**config.mk**
```make
export PLATFORM = sky130hd
export DESIGN_NAME = cpu_datapath
export DESIGN_NICKNAME = d
export VERILOG_FILES = /design/src/rtl/cpu_datapath.sv
export SDC_FILE = /design/constraint.sdc
export NUM_CORES = 1
export LEC_CHECK = 0
export CORE_UTILIZATION = 52
export DETAILED_ROUTE_END_ITERATION = 6
export PLACE_DENSITY = 0.78
export SLEW_MARGIN = 20
export SYNTH_ARGS = -nofsm -noshare
export SYNTH_HDL_FRONTEND = slang
export SYNTH_SLANG_ARGS = --single-unit
```
**constraint.sdc**
```tcl
create_clock -name clk -period 6.7 [get_ports clk]
set_input_delay 1.34 -clock clk [delete_from_list [all_inputs] [get_ports clk]]
set_output_delay 1.34 -clock clk [all_outputs]
set_load 0.05 [all_outputs]
```
**src/rtl/cpu_datapath.sv**
```systemverilog
// cpu_datapath: register file R0..R7, ALU and flag register for the small CPU.
// Latency: A/B reads and F are combinational; register writes and psw land on the next clk rise.
// Backpressure: none; every non-NOP control word is executed the cycle it is presented.
//
// Ports:
//   clk, rst_n  - single clock, asynchronous active-low reset
//   mode        - control word {DA[12:10], AA[9:7], BA[6:4], FS[3:1], RW[0]}
//   ir_ops      - instruction operand field; [8:0] is the 9-bit immediate for LDI
//   mem_din     - memory read data for LD
//   psw         - registered flags {z, n, c, v}
//   addr_out    - A-bus (memory address)
//   data_out    - B-bus (memory write data)
//   f_out       - combinational function result F
// BW must be at least 9 so the immediate fits.

module cpu_datapath #(
  parameter int BW = 16
) (
  input  logic          clk,
  input  logic          rst_n,
  input  logic [12:0]   mode,
  input  logic [16:0]   ir_ops,
  input  logic [BW-1:0] mem_din,
  output logic [3:0]    psw,
  output logic [BW-1:0] addr_out,
  output logic [BW-1:0] data_out,
  output logic [BW-1:0] f_out
);

  localparam logic [2:0] FS_ADD = 3'b000;
  localparam logic [2:0] FS_SUB = 3'b001;
  localparam logic [2:0] FS_AND = 3'b010;
  localparam logic [2:0] FS_OR  = 3'b011;
  localparam logic [2:0] FS_XOR = 3'b100;
  localparam logic [2:0] FS_SHR = 3'b101;
  localparam logic [2:0] FS_LDI = 3'b110;
  localparam logic [2:0] FS_LD  = 3'b111;

  logic [2:0] da, aa, ba, fs;
  logic       rw;

  assign da = mode[12:10];
  assign aa = mode[9:7];
  assign ba = mode[6:4];
  assign fs = mode[3:1];
  assign rw = mode[0];

  // Upper operand bits are not used by the datapath.
  logic unused_ops;
  assign unused_ops = ^ir_ops[16:9];

  // R0 is not stored: it is hardwired to zero on read.
  logic [BW-1:0] rf [1:7];
  logic [BW-1:0] a, b;

  assign a = (aa == 3'd0) ? '0 : rf[aa];
  assign b = (ba == 3'd0) ? '0 : rf[ba];

  assign addr_out = a;
  assign data_out = b;

  // ALU: one extra bit on add/sub captures carry-out and borrow respectively.
  logic [BW:0]   sum, diff;
  logic [BW-1:0] f;
  logic          c_flag, v_flag;

  assign sum  = {1'b0, a} + {1'b0, b};
  assign diff = {1'b0, a} - {1'b0, b};

  always_comb begin
    f      = '0;
    c_flag = 1'b0;
    v_flag = 1'b0;
    case (fs)
      FS_ADD: begin
        f      = sum[BW-1:0];
        c_flag = sum[BW];
        v_flag = (a[BW-1] == b[BW-1]) && (sum[BW-1] != a[BW-1]);
      end
      FS_SUB: begin
        f      = diff[BW-1:0];
        c_flag = diff[BW];
        v_flag = (a[BW-1] != b[BW-1]) && (diff[BW-1] != a[BW-1]);
      end
      FS_AND: f = a & b;
      FS_OR:  f = a | b;
      FS_XOR: f = a ^ b;
      FS_SHR: begin
        f      = {1'b0, a[BW-1:1]};
        c_flag = a[0];
      end
      FS_LDI: f = {{(BW-9){1'b0}}, ir_ops[8:0]};
      FS_LD:  f = mem_din;
      default: f = '0;
    endcase
  end

  assign f_out = f;

  // Flags update for the ALU ops regardless of RW, so SUB with RW=0 is a compare.
  // LDI/LD and the all-zero NOP word leave them alone.
  logic flag_upd;
  assign flag_upd = (mode != 13'd0) && (fs != FS_LDI) && (fs != FS_LD);

  always_ff @(posedge clk or negedge rst_n) begin
    if (!rst_n) begin
      psw <= 4'b0000;
    end else if (flag_upd) begin
      psw <= {(f == '0), f[BW-1], c_flag, v_flag};
    end
  end

  // mode==0 has RW=0, so the NOP case needs no extra qualification here.
  always_ff @(posedge clk or negedge rst_n) begin
    if (!rst_n) begin
      for (int i = 1; i < 8; i++) begin
        rf[i] <= '0;
      end
    end else if (rw && (da != 3'd0)) begin
      rf[da] <= f;
    end
  end

endmodule

```
# [Word level (Yosys, flattened, before mapping)]
# Index checks and enable logic that the tools add are counted.
[classes] add_sub_neg=2 reduce_logical=12 n_eq_ne=13 bitwise_logic=6 n_lt_le_gt_ge=4 muxes=14
[ops] operator="one-hot mux 16 bit (8 select lines)" n=1
[ops] operator="bitwise mux 112 bit" n=1
[ops] operator="2-to-1 mux 16 bit" n=7
[ops] operator="binary-select mux 16 bit (select 3 bit)" n=2
[ops] operator="demux 16 bit (select 3 bit)" n=1
[ops] operator="adder 16 x 16 -> 17 bit" n=1
[ops] operator="subtractor 16 x 16 -> 17 bit" n=1
[ops] operator="bitwise AND 16 bit" n=1
[ops] operator="logical NOT 16 bit" n=1
[ops] operator="bitwise OR 16 bit" n=1
[ops] operator="XOR 16 bit" n=1
[ops] operator="nonzero test 13 bit" n=1
[ops] operator="== test 3 bit, second input constant" n=4
[ops] operator=">= comparator 4 bit, second input constant" n=3
[ops] operator="inverter 3 -> 4 bit" n=3
[ops] operator="logical NOT 3 bit" n=3
[ops] operator="== test 3 x 2 -> 1 bit, second input constant" n=2
[ops] operator="logical AND 1 bit" n=6
[ops] operator="!= test 3 bit, second input constant" n=2
[ops] operator="< comparator 4 x 1 -> 1 bit, second input constant" n=1
[ops] operator="== test 3 x 1 -> 1 bit, second input constant" n=1
[ops] operator="!= test 1 bit" n=3
[ops] operator="one-hot mux 1 bit (3 select lines)" n=1
[ops] operator="nonzero test 3 bit" n=1
[ops] operator="other kinds (2)" n=2
[word_totals] out_inout_bits=52 wordCells=59 in_bits=48 ff_bits=116

# [Logic depth before layout (Yosys ltp)]
[logic_depth] depth_word=9 depth_mapped=20 depth_no_buf=17

# [Least setup slack after synthesis]
# OpenSTA, ideal clock, no wires.
[synth_path] kind="input port to output port" from="in mode[7]" to="out f_out[13]" path_buffers=2 arrival_time_ns=5.886 setup_slack_ns=-0.526 t_required_ns=5.360 cell_stages=14 cell_sequence="buf_2 and2_1 a221oi_1 inv_1 ha_1 buf_6 or4_4 nand4_1 a311oi_1 o21ai_0 o211ai_1 xor2_1 o31ai_1 inv_1"
[synth_between] elab_chain_cells=7 elab_cells_between_ends=12 classes_between="add/sub (2); mux (5); bitwise (4); reduce/logical (1)"
[synth_rtl] item="start, declared" line="21" text="input logic [12:0] mode,"
[synth_rtl] item="inverter 3 -> 4 bit (not written as such)" line="56" text="assign a = (aa == 3'd0) ? '0 : rf[aa];"
[synth_rtl] item="binary-select mux 16 bit (select 3 bit)" line="56"
[synth_rtl] item="2-to-1 mux 16 bit (not written as such) (2 in series)" line="56"
[synth_rtl] item="2-to-1 mux 16 bit (*)" line="56"
[synth_rtl] item="net addr_out[4]" line="25" text="output logic [BW-1:0] addr_out,"
[synth_rtl] item="subtractor 16 x 16 -> 17 bit or adder 16 x 16 -> 17 bit (tied branches)" line="68, 67"
[synth_rtl] item="one-hot mux 16 bit (8 select lines) (*)" line="74" text="case (fs)"
[synth_rtl] item="end, declared" line="27" text="output logic [BW-1:0] f_out"
# The timed path passes the listed nets; every way through them passes the cells marked *. The select of a mux whose other input is x is not followed.

# [Worst setup path in the final report]
[layout_path] from="in mode[8]" to="out f_out[15]"
[layout_between] elab_chain_cells=7 elab_cells_between_ends=12 classes_between="add/sub (2); mux (5); bitwise (4); reduce/logical (1)"
[layout_rtl] item="inverter 3 -> 4 bit (not written as such)" line="56"
[layout_rtl] item="binary-select mux 16 bit (select 3 bit)" line="56"
[layout_rtl] item="2-to-1 mux 16 bit (not written as such) (2 in series)" line="56"
[layout_rtl] item="2-to-1 mux 16 bit (*)" line="56"
[layout_rtl] item="subtractor 16 x 16 -> 17 bit, or another cell as far along" line="68" text="assign diff = {1'b0, a} - {1'b0, b};"
[layout_rtl] item="one-hot mux 16 bit (8 select lines) (*)" line="74"
# Every way passes the cells marked *; elsewhere a longest branch is shown, timed or not. The select of a mux whose other input is x is not followed.

==> results by group <==
Critical path
  • Crit path max-delay family: compound AO/OA/AOI/OAI gates
  • CP required: 5.36 ns
  • CP cell instances: buf_2 > buf_4 > buf_4 > mux2i_1 > a221o_1 > ha_1 > a21oi_2 > a31oi_1 > a211oi_2 > buf_4 > o21ai_1 > a31o_2 > and3b_1 > a311oi_1 > o311a_1 > inv_1 > buf_4
  • WP buf/inv: 6
  • Crit path largest cell delay: 0.46 ns
  • CP Data Arrival Time: 5.11 ns
  • Startpoint Class: primary input
  • Crit. Startpoint: mode[8]
  • Worst r2r path cells: 18
  • Cell mode on critical path: buf_4
  • Crit path capture type: primary output
  • Beginning of the worst register-to-register path: rf[64]$_DFFE_PN0P_
  • Kind of critical path: in2out
  • Crit-path max FO: 13
  • FF-to-FF setup slack: 2.25 ns
  • CP max-delay cell: a221o_1
  • Worst R2R End: psw[3]$_DFFE_PN0P_

Timing
  • Count of pins over their slew limit: 0
  • Fin crit share: 0.963
  • Setup skew after layout: 0.00699 ns
  • Slew HR: 0.254
  • Max frequency: 155 MHz
  • RSZ-0062 raised after global routing: false
  • Setup violations, final: 0
  • Fin Setup TNS: 0 ns
  • Hold Fails Final Rpt: 0
  • Hold Slack: 0.505 ns
  • Worst-Margin Slew: 1.12 ns
  • Final min period: 6.45 ns
  • Worst setup margin: 0.247 ns

CTS
  • Clock tree buffer depth: 2
  • CTS tree: built
  • Clock Pin Slew Worst Setup and Hold Paths: 0.05 ns
  • CTS Root Cell: clkbuf_16
  • Clk_lat worst skew: 0.42 ns
  • Clk sinks: 116
  • CTS Buf Count: 17
  • Post-CTS Hold Buffers: 0
  • Htree depth: 4

Power
  • Pwr Density: 401 mW/mm^2
  • Pwr Total: 4.79 mW
  • Lkg Pwr: 5.63 nW
  • Worst ir drop on vdd: 250 uV

Global route
  • First-pass GRT wire length: 47900 um
  • GR Overflow Total: 0
  • Busiest grt layer: met2
  • GR met3 Demand/Resource: 0.0799
  • GRT Util Overall: 0.354
  • Largest net degree at the start of global routing: 69
  • Vias in the first global route: 9001
  • Global Route met1 Usage: 0.458
  • Initial antenna violation count: 1
  • M2 GR Usage: 0.573

Placement
  • DPL Wire Length: 22100 um
  • Pre-CTS WS: -0.130 ns
  • Port Buffers: 91
  • Routability Congestion: 0.966

Floorplanning
  • DIE AREA: 0.0178 sq mm
  • Num ports: 100
  • Effective utilization at floorplan: 0.538
  • Core ar.: 0.0167 sq mm
  • Die span in y: 133 um
  • # rows: 47
  • Die width: 133 um

Synth
  • Syn_area_per_cell: 8.76 sq um
  • Sequential share of the synthesized area: 0.323
  • Fraction of registers with async set/reset: 1.00
  • Post-synth top area cell: dfrtp_1
  • Synthesized instance count: 1025
  • Yosys cell types: 85
  • Top post-synthesis cells by area: dfrtp_1 (32%), mux4_2 (7.5%), o21ai_0 (7.4%)
  • Synth Flop Type: dfrtp_1
  • Netlist Area Pre-Place: 0.00898 sq mm
  • Yosys reg bits: 116
  • Number of synthesized flops with an enable pin: 0
  • Synth Net Count: 1123
  • Synth top area share: 0.323
  • Synth warnings: 0

Run status
  • Outcome: completed

Routing
  • Detail Route Antenna Nets: 0
  • Post-Route WL: 30800 um
  • Via count: 9078
  • DRC: 0
  • Vias per cell: 6.16
  • First drt pass iteration count: 6
  • DRT iter0 DRCs: 936
  • Routed WL per cell: 20.9 um

Layout
  • Layout Nets: 1337
  • Fraction of layout cells with a size suffix above 1: 0.311
  • Area Overhead vs Synth: 33.1%

Min path
  • Worst Hold Launch: rf[51]$_DFFE_PN0P_
  • HP Class: reg2reg
  • Worst Hold Endpoint: rf[51]$_DFFE_PN0P_
  • Hold depth: 2

Flow run
  • MaxCap Viol Count: 0
==> power by group <==
part | internal, mW | switching [mW] | leakage (nW)
combinational | 1.24 | 1.58 | 3.90
sequential | 0.936 | 0.197 | 1.48
clock | 0.494 | 0.340 | 0.258
total | 2.67 | 2.11 | 5.63
==> cell usage after synthesis, types with 11 or more instances <==
master    number
nand2_1      173
o21a_1        14
dfrtp_1      116
mux4_2        30
nor2_1        47
clkbuf_1      47
a221oi_1      12
mux2_2        32
o21ai_0      132
buf_2         16
a22o_1        13
inv_1         68
a21oi_1       38
nor3_1        14
a22oi_1       15
nor2b_1       13
ha_1          48
nand3_1       11
mux2i_1       23
==> sequential cells by signal (all words and copies together), names as in the netlist <==
signal	cells
rf	112
psw	4
==> layer usage <==
| metal | up-vias | wire length [um] |
|---|---|---|
| li1 | 4122 | - |
| met2 | 483 | 14500 |
| met3 | 106 | 2820 |
| met5 | - | 0 |
| met4 | 0 | 1160 |
| met1 | 4367 | 12300 |
==> final cells by class <==
class                   count  area [sq um]
clock buffers              19           453
flip-flops and latches    116          2900
inverters                  70           267
well taps                 220           275
fillers                  1197          4750
clock inverters            13           104
multi-input cells         765          5680
repair buffers            269          2270
diodes                      1          2.50
==> worst max path at each step <==
stage                      to  slack (ns)  cells past startpoint
global placement    f_out[15]       -0.09                     19
finish              f_out[15]        0.25                     17
global route        f_out[15]        0.07                     17
floorplan           f_out[13]       -0.02                     16
CTS                 f_out[14]       0.009                     19
detailed placement  f_out[14]       -0.13                     19
==> placed cells by master, fill, tap and decap left out, types with 5 or more instances in the layout <==
cell type        instances
nand2_1                172
nor2_1                  41
a22o_1                  13
o21a_1                  12
a21oi_1                 36
mux4_2                  30
nand2b_1                 5
nor3_1                  13
xnor2_1                  7
o21ai_1                  7
mux2i_1                 21
a22oi_1                 15
inv_1                   64
clkinv_4                 5
dfrtp_1                116
nor2b_1                 12
clkbuf_16               17
nand3_1                 10
o211ai_1                 6
a221o_1                  7
buf_4                  211
nand4_1                  7
nor2_2                   6
mux2_2                  32
clkinvlp_4               6
clkdlybuf4s50_1         38
ha_1                    43
and2_1                   6
a221oi_1                10
buf_12                  11
inv_2                    5
a221oi_2                 5
o21ai_0                127
o22ai_1                  5
==> kinds of logic after synthesis <==
| logic type | Yosys count | synth area share |
|---|---|---|
| fa+ha+maj | 50 | 0.0714 |
| buf+inv | 144 | 0.0641 |
| flops | 116 | 0.323 |
| simple gates | 297 | 0.145 |
| xor+xnor | 10 | 0.00976 |
| compound gates | 320 | 0.241 |
| mux | 88 | 0.145 |
==> timing repair <==
item | CTS | global route
pin swaps | 4 | 12
buffers inserted | 2 | 5
setup endpoints to repair | 4 | 7
resized for setup | 7 | 38
hold endpoints to repair | 0 | 0
==> tightest hold or removal path: stages (launching register included) <==
cell     delay, ns
dfrtp_1       0.36
nand2_1       0.05
o21ai_0       0.06
==> metrics by stage <==
| step | util | instances | instance area [sq um] |
|---|---|---|---|
| after global placement | 0.668 | 1433 | 11200 |
| after global routing | 0.716 | 1473 | 12000 |
| after CTS | 0.705 | 1467 | 11800 |
| final | 0.716 | 1473 | 12000 |
| after floorplan | - | 1025 | 9010 |
| after detailed placement | 0.668 | 1433 | 11200 |
Power figures use the tool's default switching activity.
